===== src/rtl/stn_pkg.sv =====
// Shared defaults, status record and parameter legality helper for the
// STN panel capture block.
package stn_pkg;

  localparam int DW_DEF         = 4;
  localparam int AW_DEF         = 13;
  localparam int LINE_BYTES_DEF = 40;
  localparam int LINES_DEF      = 120;
  localparam int FIRST_LINE_DEF = 1;

  typedef struct packed {
    logic ovr;
    logic lng;
    logic shrt;
  } stat_t;

  // Panel data buses come only as 4- or 8-bit, so a byte is 2 or 1 shifts.
  function automatic bit dw_legal(input int dw);
    return (dw == 4) || (dw == 8);
  endfunction

endpackage


===== src/rtl/stn_sync.sv =====
// Two-flop synchroniser with a history flop; fall is high for exactly one
// cycle, consumed on the third clk edge after the pin falls.
module stn_sync (
  input  logic clk,
  input  logic rst,
  input  logic pin,
  output logic lvl,
  output logic fall
);

  // pipe[1:0] synchronise, pipe[2] is the previous synced value
  logic [2:0] pipe;

  always_ff @(posedge clk) begin
    if (rst) pipe <= '0;
    else     pipe <= {pipe[1:0], pin};
  end

  assign lvl  = pipe[1];
  assign fall = pipe[2] & ~pipe[1];

endmodule


===== src/rtl/stn_capture.sv =====
// STN panel capture: resynchronises panel timing pins, packs shift samples
// into bytes and writes them to a line-addressed buffer with sticky status.
module stn_capture
  import stn_pkg::*;
#(
  parameter int DW         = DW_DEF,
  parameter int AW         = AW_DEF,
  parameter int LINE_BYTES = LINE_BYTES_DEF,
  parameter int LINES      = LINES_DEF,
  parameter int FIRST_LINE = FIRST_LINE_DEF
) (
  input  logic          clk,
  input  logic          rst,
  input  logic          stn_fpframe,
  input  logic          stn_fpline,
  input  logic          stn_fpshift,
  input  logic [DW-1:0] stn_fpdat,
  output logic          fifo_wrreq,
  input  logic          fifo_wrack,
  output logic [AW-1:0] fifo_waddr,
  output logic [7:0]    fifo_wdata,
  input  logic          stat_clr,
  output logic          stat_ovr,
  output logic          stat_long,
  output logic          stat_short,
  output logic          frame_pulse
);

  localparam int NPACK = 8 / DW;
  localparam int PCW   = (NPACK > 1) ? $clog2(NPACK) : 1;
  localparam int BCW   = $clog2(LINE_BYTES + 1);
  localparam int LIW   = (LINES > 1) ? $clog2(LINES) : 1;

  if (!dw_legal(DW)) begin : g_bad_dw
    $error("stn_capture: DW must be 4 or 8");
  end
  if (LINE_BYTES * LINES > (2 ** AW)) begin : g_bad_aw
    $error("stn_capture: LINE_BYTES*LINES exceeds the buffer address space");
  end

  // index 0 = fpshift, 1 = fpline, 2 = fpframe
  logic [2:0] lvl, fall;
  logic       unused_sync;

  stn_sync u_sync [2:0] (
    .clk  (clk),
    .rst  (rst),
    .pin  ({stn_fpframe, stn_fpline, stn_fpshift}),
    .lvl  (lvl),
    .fall (fall)
  );

  assign unused_sync = ^{lvl[1:0], fall[2]};

  logic shift_fall, line_fall, frame_lvl;
  assign shift_fall = fall[0];
  assign line_fall  = fall[1];
  assign frame_lvl  = lvl[2];

  // Data takes the same two-flop path so it lines up with the shift pulse.
  logic [DW-1:0] dat_s1, dat_s2;

  always_ff @(posedge clk) begin
    if (rst) begin
      dat_s1 <= '0;
      dat_s2 <= '0;
    end else begin
      dat_s1 <= stn_fpdat;
      dat_s2 <= dat_s1;
    end
  end

  logic [7:0]     acc, acc_n;
  logic [PCW-1:0] pack_cnt;
  logic [BCW-1:0] byte_cnt;
  logic [LIW-1:0] line_idx, line_idx_n;
  logic [AW-1:0]  waddr_n;
  logic           sample, byte_done, room, blocked;
  logic           accept, drop_ovr, drop_long, short_evt;
  stat_t          stat, stat_n;

  // A line end in the same cycle as a shift wins; that sample is lost.
  assign sample    = shift_fall & ~line_fall;
  assign acc_n     = 8'({acc, dat_s2});
  assign byte_done = sample & (pack_cnt == PCW'(NPACK - 1));
  assign room      = byte_cnt < BCW'(LINE_BYTES);
  assign blocked   = fifo_wrreq & ~fifo_wrack;
  assign accept    = byte_done & room & ~blocked;
  assign drop_ovr  = byte_done & room & blocked;
  assign drop_long = byte_done & ~room;
  assign short_evt = line_fall & ~frame_lvl & room & (byte_cnt != '0);
  assign waddr_n   = AW'(line_idx) * AW'(LINE_BYTES) + AW'(byte_cnt);

  always_comb begin
    line_idx_n = line_idx;
    if (line_fall) begin
      if (frame_lvl)                          line_idx_n = LIW'(FIRST_LINE);
      else if (line_idx == LIW'(LINES - 1))   line_idx_n = '0;
      else                                    line_idx_n = line_idx + 1'b1;
    end
  end

  // Clear first so a same-cycle set event survives.
  always_comb begin
    stat_n = stat_clr ? '0 : stat;
    if (drop_ovr)  stat_n.ovr  = 1'b1;
    if (drop_long) stat_n.lng  = 1'b1;
    if (short_evt) stat_n.shrt = 1'b1;
  end

  always_ff @(posedge clk) begin
    if (rst) begin
      acc         <= '0;
      pack_cnt    <= '0;
      byte_cnt    <= '0;
      line_idx    <= '0;
      fifo_wrreq  <= 1'b0;
      fifo_waddr  <= '0;
      fifo_wdata  <= '0;
      stat        <= '0;
      frame_pulse <= 1'b0;
    end else begin
      frame_pulse <= line_fall & frame_lvl;
      line_idx    <= line_idx_n;
      stat        <= stat_n;

      if (line_fall) begin
        pack_cnt <= '0;
        byte_cnt <= '0;
      end else if (sample) begin
        acc      <= acc_n;
        pack_cnt <= byte_done ? '0 : pack_cnt + 1'b1;
        // Overrun drops still consume their slot so later bytes keep position.
        if (byte_done && room) byte_cnt <= byte_cnt + 1'b1;
      end

      if (accept) begin
        fifo_wrreq <= 1'b1;
        fifo_waddr <= waddr_n;
        fifo_wdata <= acc_n;
      end else if (fifo_wrreq && fifo_wrack) begin
        fifo_wrreq <= 1'b0;
      end
    end
  end

  assign stat_ovr   = stat.ovr;
  assign stat_long  = stat.lng;
  assign stat_short = stat.shrt;

endmodule


===== config.mk =====
export PLATFORM = sky130hd
export DESIGN_NAME = stn_capture
export DESIGN_NICKNAME = d
export VERILOG_FILES = /design/src/rtl/stn_pkg.sv /design/src/rtl/stn_sync.sv /design/src/rtl/stn_capture.sv
export SDC_FILE = /design/constraint.sdc
export NUM_CORES = 1
export LEC_CHECK = 0
export BUFFER_PORTS_ARGS = -buffer_cell sky130_fd_sc_hd__buf_2
export CAP_MARGIN = 0
export CORE_MARGIN = 3
export CORE_UTILIZATION = 35
export DETAILED_ROUTE_END_ITERATION = 6
export PLACE_DENSITY = 0.6
export SYNTH_ARGS = -nofsm -noshare
export SYNTH_HDL_FRONTEND = slang
export SYNTH_SLANG_ARGS = --single-unit
export TNS_END_PERCENT = 1

===== constraint.sdc =====
create_clock -name clk -period 3.95 [get_ports clk]
set_input_delay 0.5925 -clock clk [delete_from_list [all_inputs] [get_ports clk]]
set_output_delay 0.5925 -clock clk [all_outputs]
set_load 0.05 [all_outputs]

======== After elaboration in Yosys (flattened, before gate mapping) ========
Index checks and enable logic that the tools add are counted.
operators by class
  add/sub/neg operators ................... 4
  multiply operators ...................... 1
  order comparisons ....................... 1
  eq/ne operators ......................... 1
  muxes and demuxes ....................... 9
  bitwise operators ....................... 20
  reduce and logical (&&, ||, !) cells .... 10
operators with widths
  cell                                                count
  2-to-1 mux 7 bit                                    2
  adder 13 x 6 -> 13 bit                              1
  AND 1 bit                                           13
  multiplier 7 x 3 -> 10 bit (second input constant)  1
  nonzero test 2 bit                                  4
  adder 7 x 1 -> 7 bit (second input constant)        1
  equality test 7 bit (second input constant)         1
  inverter 1 bit                                      7
  adder 6 x 1 -> 6 bit (second input constant)        1
  less-than comparator 6 bit (second input constant)  1
  2-to-1 mux 1 bit                                    6
  nonzero test 6 bit                                  1
  AND reduction 2 bit                                 2
  2-to-1 mux 3 bit                                    1
  logical AND 1 bit                                   2
  OR reduction 2 bit                                  1
  adder 1 bit (second input constant)                 1
storage, ports and cells
  flip-flop bits (word level) ............. 60
  input bits .............................. 11
  output and inout port bits .............. 26
  word-level logic and storage cells ...... 62

======== Depth between registers and ports, before layout ========
  depth after elaboration ................. 8
  depth in mapped cells ................... 8
  mapped depth without buffers ............ 8

======== Modules after synthesis ========
Synthesis repeated with hierarchy kept, for this count alone.
unflattened totals
  cells, all modules ...................... 296
  area, all modules ....................... 2701.3 µm²
by module, submodules not included
  module       times used  cells an instance  area each (µm²)  seq. area each (µm²)
  stn_capture  1           275                2438.6           1041.0
  stn_sync     3           7                  87.6             60.1

======== Least setup slack after synthesis ========
No wires, ideal clock.
  path type ............................... flip-flop to flip-flop
  start ................................... register line_idx[3]
  end ..................................... register fifo_waddr[11]
  setup time .............................. 91 ps
  arrival ................................. 2216 ps
  data required time ...................... 3859 ps
  slack ................................... 1644 ps
  stages on the path, launching flop included .. 9
  buffers on the path ..................... 0
  path through ............................ dfxtp_1 > ha_1 > ha_1 > fa_1 > a211oi_1 > nor3b_1 > nor2_1 > nand4bb_1 > a311oi_1
on the way
  word-level cells in the longest chain between the ends .. 2
ends and longest elaborated chain
  item                        RTL line            RTL
  start: declaration          stn_capture.sv:76   logic [LIW-1:0] line_idx, line_idx_n;
  start signal: assignment    stn_capture.sv:124  line_idx <= line_idx_n;
  multiplier 7 x 3 -> 10 bit  stn_capture.sv:92   assign waddr_n = AW'(line_idx) * AW'(LINE_BYTES) + AW'(byte_cnt);
  adder 13 x 6 -> 13 bit      stn_capture.sv:92
  end signal: assignment      stn_capture.sv:139  fifo_waddr <= waddr_n;
  end: declaration            stn_capture.sv:20   output logic [AW-1:0] fifo_waddr,
Every way passes these cells.
A chain may end at the register's enable or synchronous reset.

======== Final worst setup path ========
Ends and elaborated chain as after synthesis.

==> results.yml <==
grt:
  antenna_found_initial: 0
  grt_pass1_wl_um: 8710
  grt.total_usage: 0.124
  grt_pass1_vias: 1973
  gr-total-overflow: 0
  grt_start_max_net_pins: 51
clocking:
  cts_tree: "built"
  holdBufCountCts: 0
  cts.sinks: 60
  cts_buffers: 9
  clockRootBuffer: "clkbuf_8"
  clockBufferDepth: 2
  clk_latency_ps: 330
  clkTransAtPathRegs_ps: 70
  post_cts_buffers: 0
  cts_resized: 0
  ctsHtreeMaxLevel: 3
timing:
  rsz0062_at_grt: "no"
  fin_setup_tns_ps: 0
  timing.fmax_mhz: 393
  period_share: 0.644
  clock_skew_ps: 9.26
  worstMarginPinSlew_ps: 875
  slew_headroom: 0.417
  worst_slack_ps: 1410
  finalMaxSlewViolations: 0
  hold_viol_final: 0
  holdWs_ps: 437
  fin_crit_ps: 2540
  final-setup-viol-count: 0
critical_path:
  cpPeakStageDelay_ps: 480
  cp.buffers_inverters: 0
  worstPathRequired_ps: 4130
  cp_common_cell: "ha_1"
  end_kind: "flip-flop"
  worstReg2RegEnd: "fifo_waddr[11]"
  criticalPathCategory: "flip-flop to flip-flop"
  r2r_cells: 8
  arrival_ps: 2720
  cp_cell_sequence: "ha_1 > ha_1 > fa_1 > xor2_1 > nand2_1 > or2_1 > o41ai_1 > a311oi_1"
  slowest_stage: "dfxtp_1"
  crit_path_start_kind: "flip-flop"
  crit_family: "adder cells"
  ff2ff_setup_slack_ps: 1410
  r2r-start: "line_idx[3]"
  crit_fanout: 9
floorplanning:
  ioPinCount: 37
  die-area_um2: 8690
  initial_core_util: 0.363
  die_y_um: 93.2
  die_w_um: 93.2
  rows: 31
  core_area_um2: 7330
synthesis:
  synth_edf_count: 0
  yosys.cell_types.count: 48
  syn_inst: 294
  yosys_warnings: 0
  async_flop_share: 0
  synthesis.area_um2: 2660
  syn_area_per_cell_um2: 9.06
  synth-seq-area-share: 0.451
  syn_nets: 323
  synthDominantCellAreaShare: 0.451
  ys_ff_latch: 60
  post-synth-top-area-cell: "dfxtp_1"
  yosys_most_used_dff: "dfxtp_1"
  synth_area_leaders: "dfxtp_1, ha_1, nand2_1"
finish:
  area_delta_synth_final_pct: 17.8
  multiInputGateArea_um2: 1370
  fin_cells: 433
  fillers: 723
  fin_area_um2: 3140
  regArea_um2: 1200
  post-route-util: 0.428
  diodes: 0
  drive_gt1_frac: 0.189
  nets: 358
routing:
  num_vias: 2049
  vias_per_cell: 4.73
  routedWlPerCell_um: 11.5
  ant_nets: 0
  route.detailed.drc: 0
  drt-total-wl_um: 4980
  dr.pass1.iters: 4
  drtIter0Drc: 100
power:
  ir_drop_v: 0.000198
  p_leak_nw: 1.25
  power_mw: 1.26
  powerDensity_nw_per_um2: 401
min_path:
  holdCritPathClass: "flip-flop to flip-flop"
  min_from: "u_sync[0].pipe[0]"
  min_path_cells: 1
  min_to: "u_sync[0].pipe[1]"
status:
  status: "finished, final reports clean"
place:
  port_buffers: 36
  place_congestion: 0.789
  pre_cts_ws_ps: 1420
  hpwl_um: 3550
  placedInstanceArea_um2: 2910
  dp_cells: 417
run:
  cap_violations: 0
## cells in the mapped netlist (2+ instances only)
cell and instances:
dfxtp_1 60, nand3_1 9, a211oi_1 4, a31oi_1 2
nand2_1 43, xnor2_1 8, o21ai_1 2, ha_1 16
a21oi_1 22, o21ba_2 2, nor2b_1 22, or2_1 2
inv_1 9, and2_1 2, buf_2 4, a211oi_2 2
clkbuf_1 7, a311oi_1 3, nor2_1 22, and3_1 2
nand4_1 3, nor3b_1 3, nand2b_1 5, o21ai_0 13
xor2_1 3, fa_1 2
## worst reg2reg max path: cells and delay by family, from the launching register on
kind	cells	cell delay, ps
compound gates	2	390
xor+xnor	1	170
fa+ha+maj	3	950
flops	1	480
simple gates	2	410
## layout by cell type (no fill, tap or decap), types with 3 or more instances in the layout
cell type | Yosys | layout
a211oi_1 | 4 | 4
a21oi_1 | 22 | 22
a311oi_1 | 3 | 3
buf_2 | 4 | 36
clkbuf_8 | 0 | 9
dfxtp_1 | 60 | 60
ha_1 | 16 | 16
inv_1 | 9 | 9
nand2_1 | 43 | 43
nand2b_1 | 5 | 5
nand3_1 | 9 | 9
nand4_1 | 3 | 3
nor2_1 | 22 | 22
nor2b_1 | 22 | 22
nor3b_1 | 3 | 3
o21ai_0 | 13 | 13
xnor2_1 | 8 | 8
xor2_1 | 3 | 3
## sequential cells by signal, summed over array words and instances, names as in the netlist
signal / cells
stat_ovr: 1
fifo_waddr: 13
dat_s2: 4
fifo_wrreq: 1
stat_long: 1
frame_pulse: 1
u_sync.pipe: 8
line_idx: 7
fifo_wdata: 8
stat_short: 1
byte_cnt: 6
dat_s1: 4
acc: 4
pack_cnt: 1
## cells by family (layout without fill, tap and decap cells)
group	after synthesis	in the layout	synth area share
compound gates	61	61	0.149
xor+xnor	11	11	0.0362
fa+ha+maj	18	18	0.0902
buf+inv	21	61	0.0329
flops	60	60	0.451
simple gates	123	123	0.241
## final cells by class
cell class                      count  area share
Multi-Input combinational cell    213       0.438
Sequential cell                    60       0.383
Timing Repair Buffer               36      0.0575
Clock buffer                        9      0.0395
Tap cell                           99      0.0395
Clock inverter                      7      0.0315
Inverter                            9      0.0108
## where the power goes
group / internal [mW] / total (mW) / switching [mW] / leakage, nW
combinational: 0.0115 / 0.0300 / 0.0185 / 0.658
sequential: 0.613 / 0.617 / 0.00374 / 0.487
clock: 0.359 / 0.609 / 0.250 / 0.110
total: 0.984 / 1.26 / 0.273 / 1.25
## metal layers
metal	share of wire	track usage	up-vias	routed length [µm]
met3	0.041	0.0346	6	206
met5	0	0	-	0
met1	0.52	0.165	926	2580
li1	-	-	1081	-
met4	0.014	0.0623	0	69
met2	0.43	0.185	36	2130
## worst max-delay path by stage
stage / startpoint / endpoint / slack, ps / cells past startpoint
floorplan: line_idx[3] / fifo_waddr[11] / 1640 / 8
global placement: line_idx[3] / fifo_waddr[11] / 1490 / 8
detailed placement: line_idx[3] / fifo_waddr[12] / 1420 / 8
CTS: line_idx[3] / fifo_waddr[11] / 1400 / 8
global route: line_idx[3] / fifo_waddr[12] / 1190 / 8
finish: line_idx[3] / fifo_waddr[11] / 1410 / 8
No activity file was read; power rests on OpenSTA's default activity.
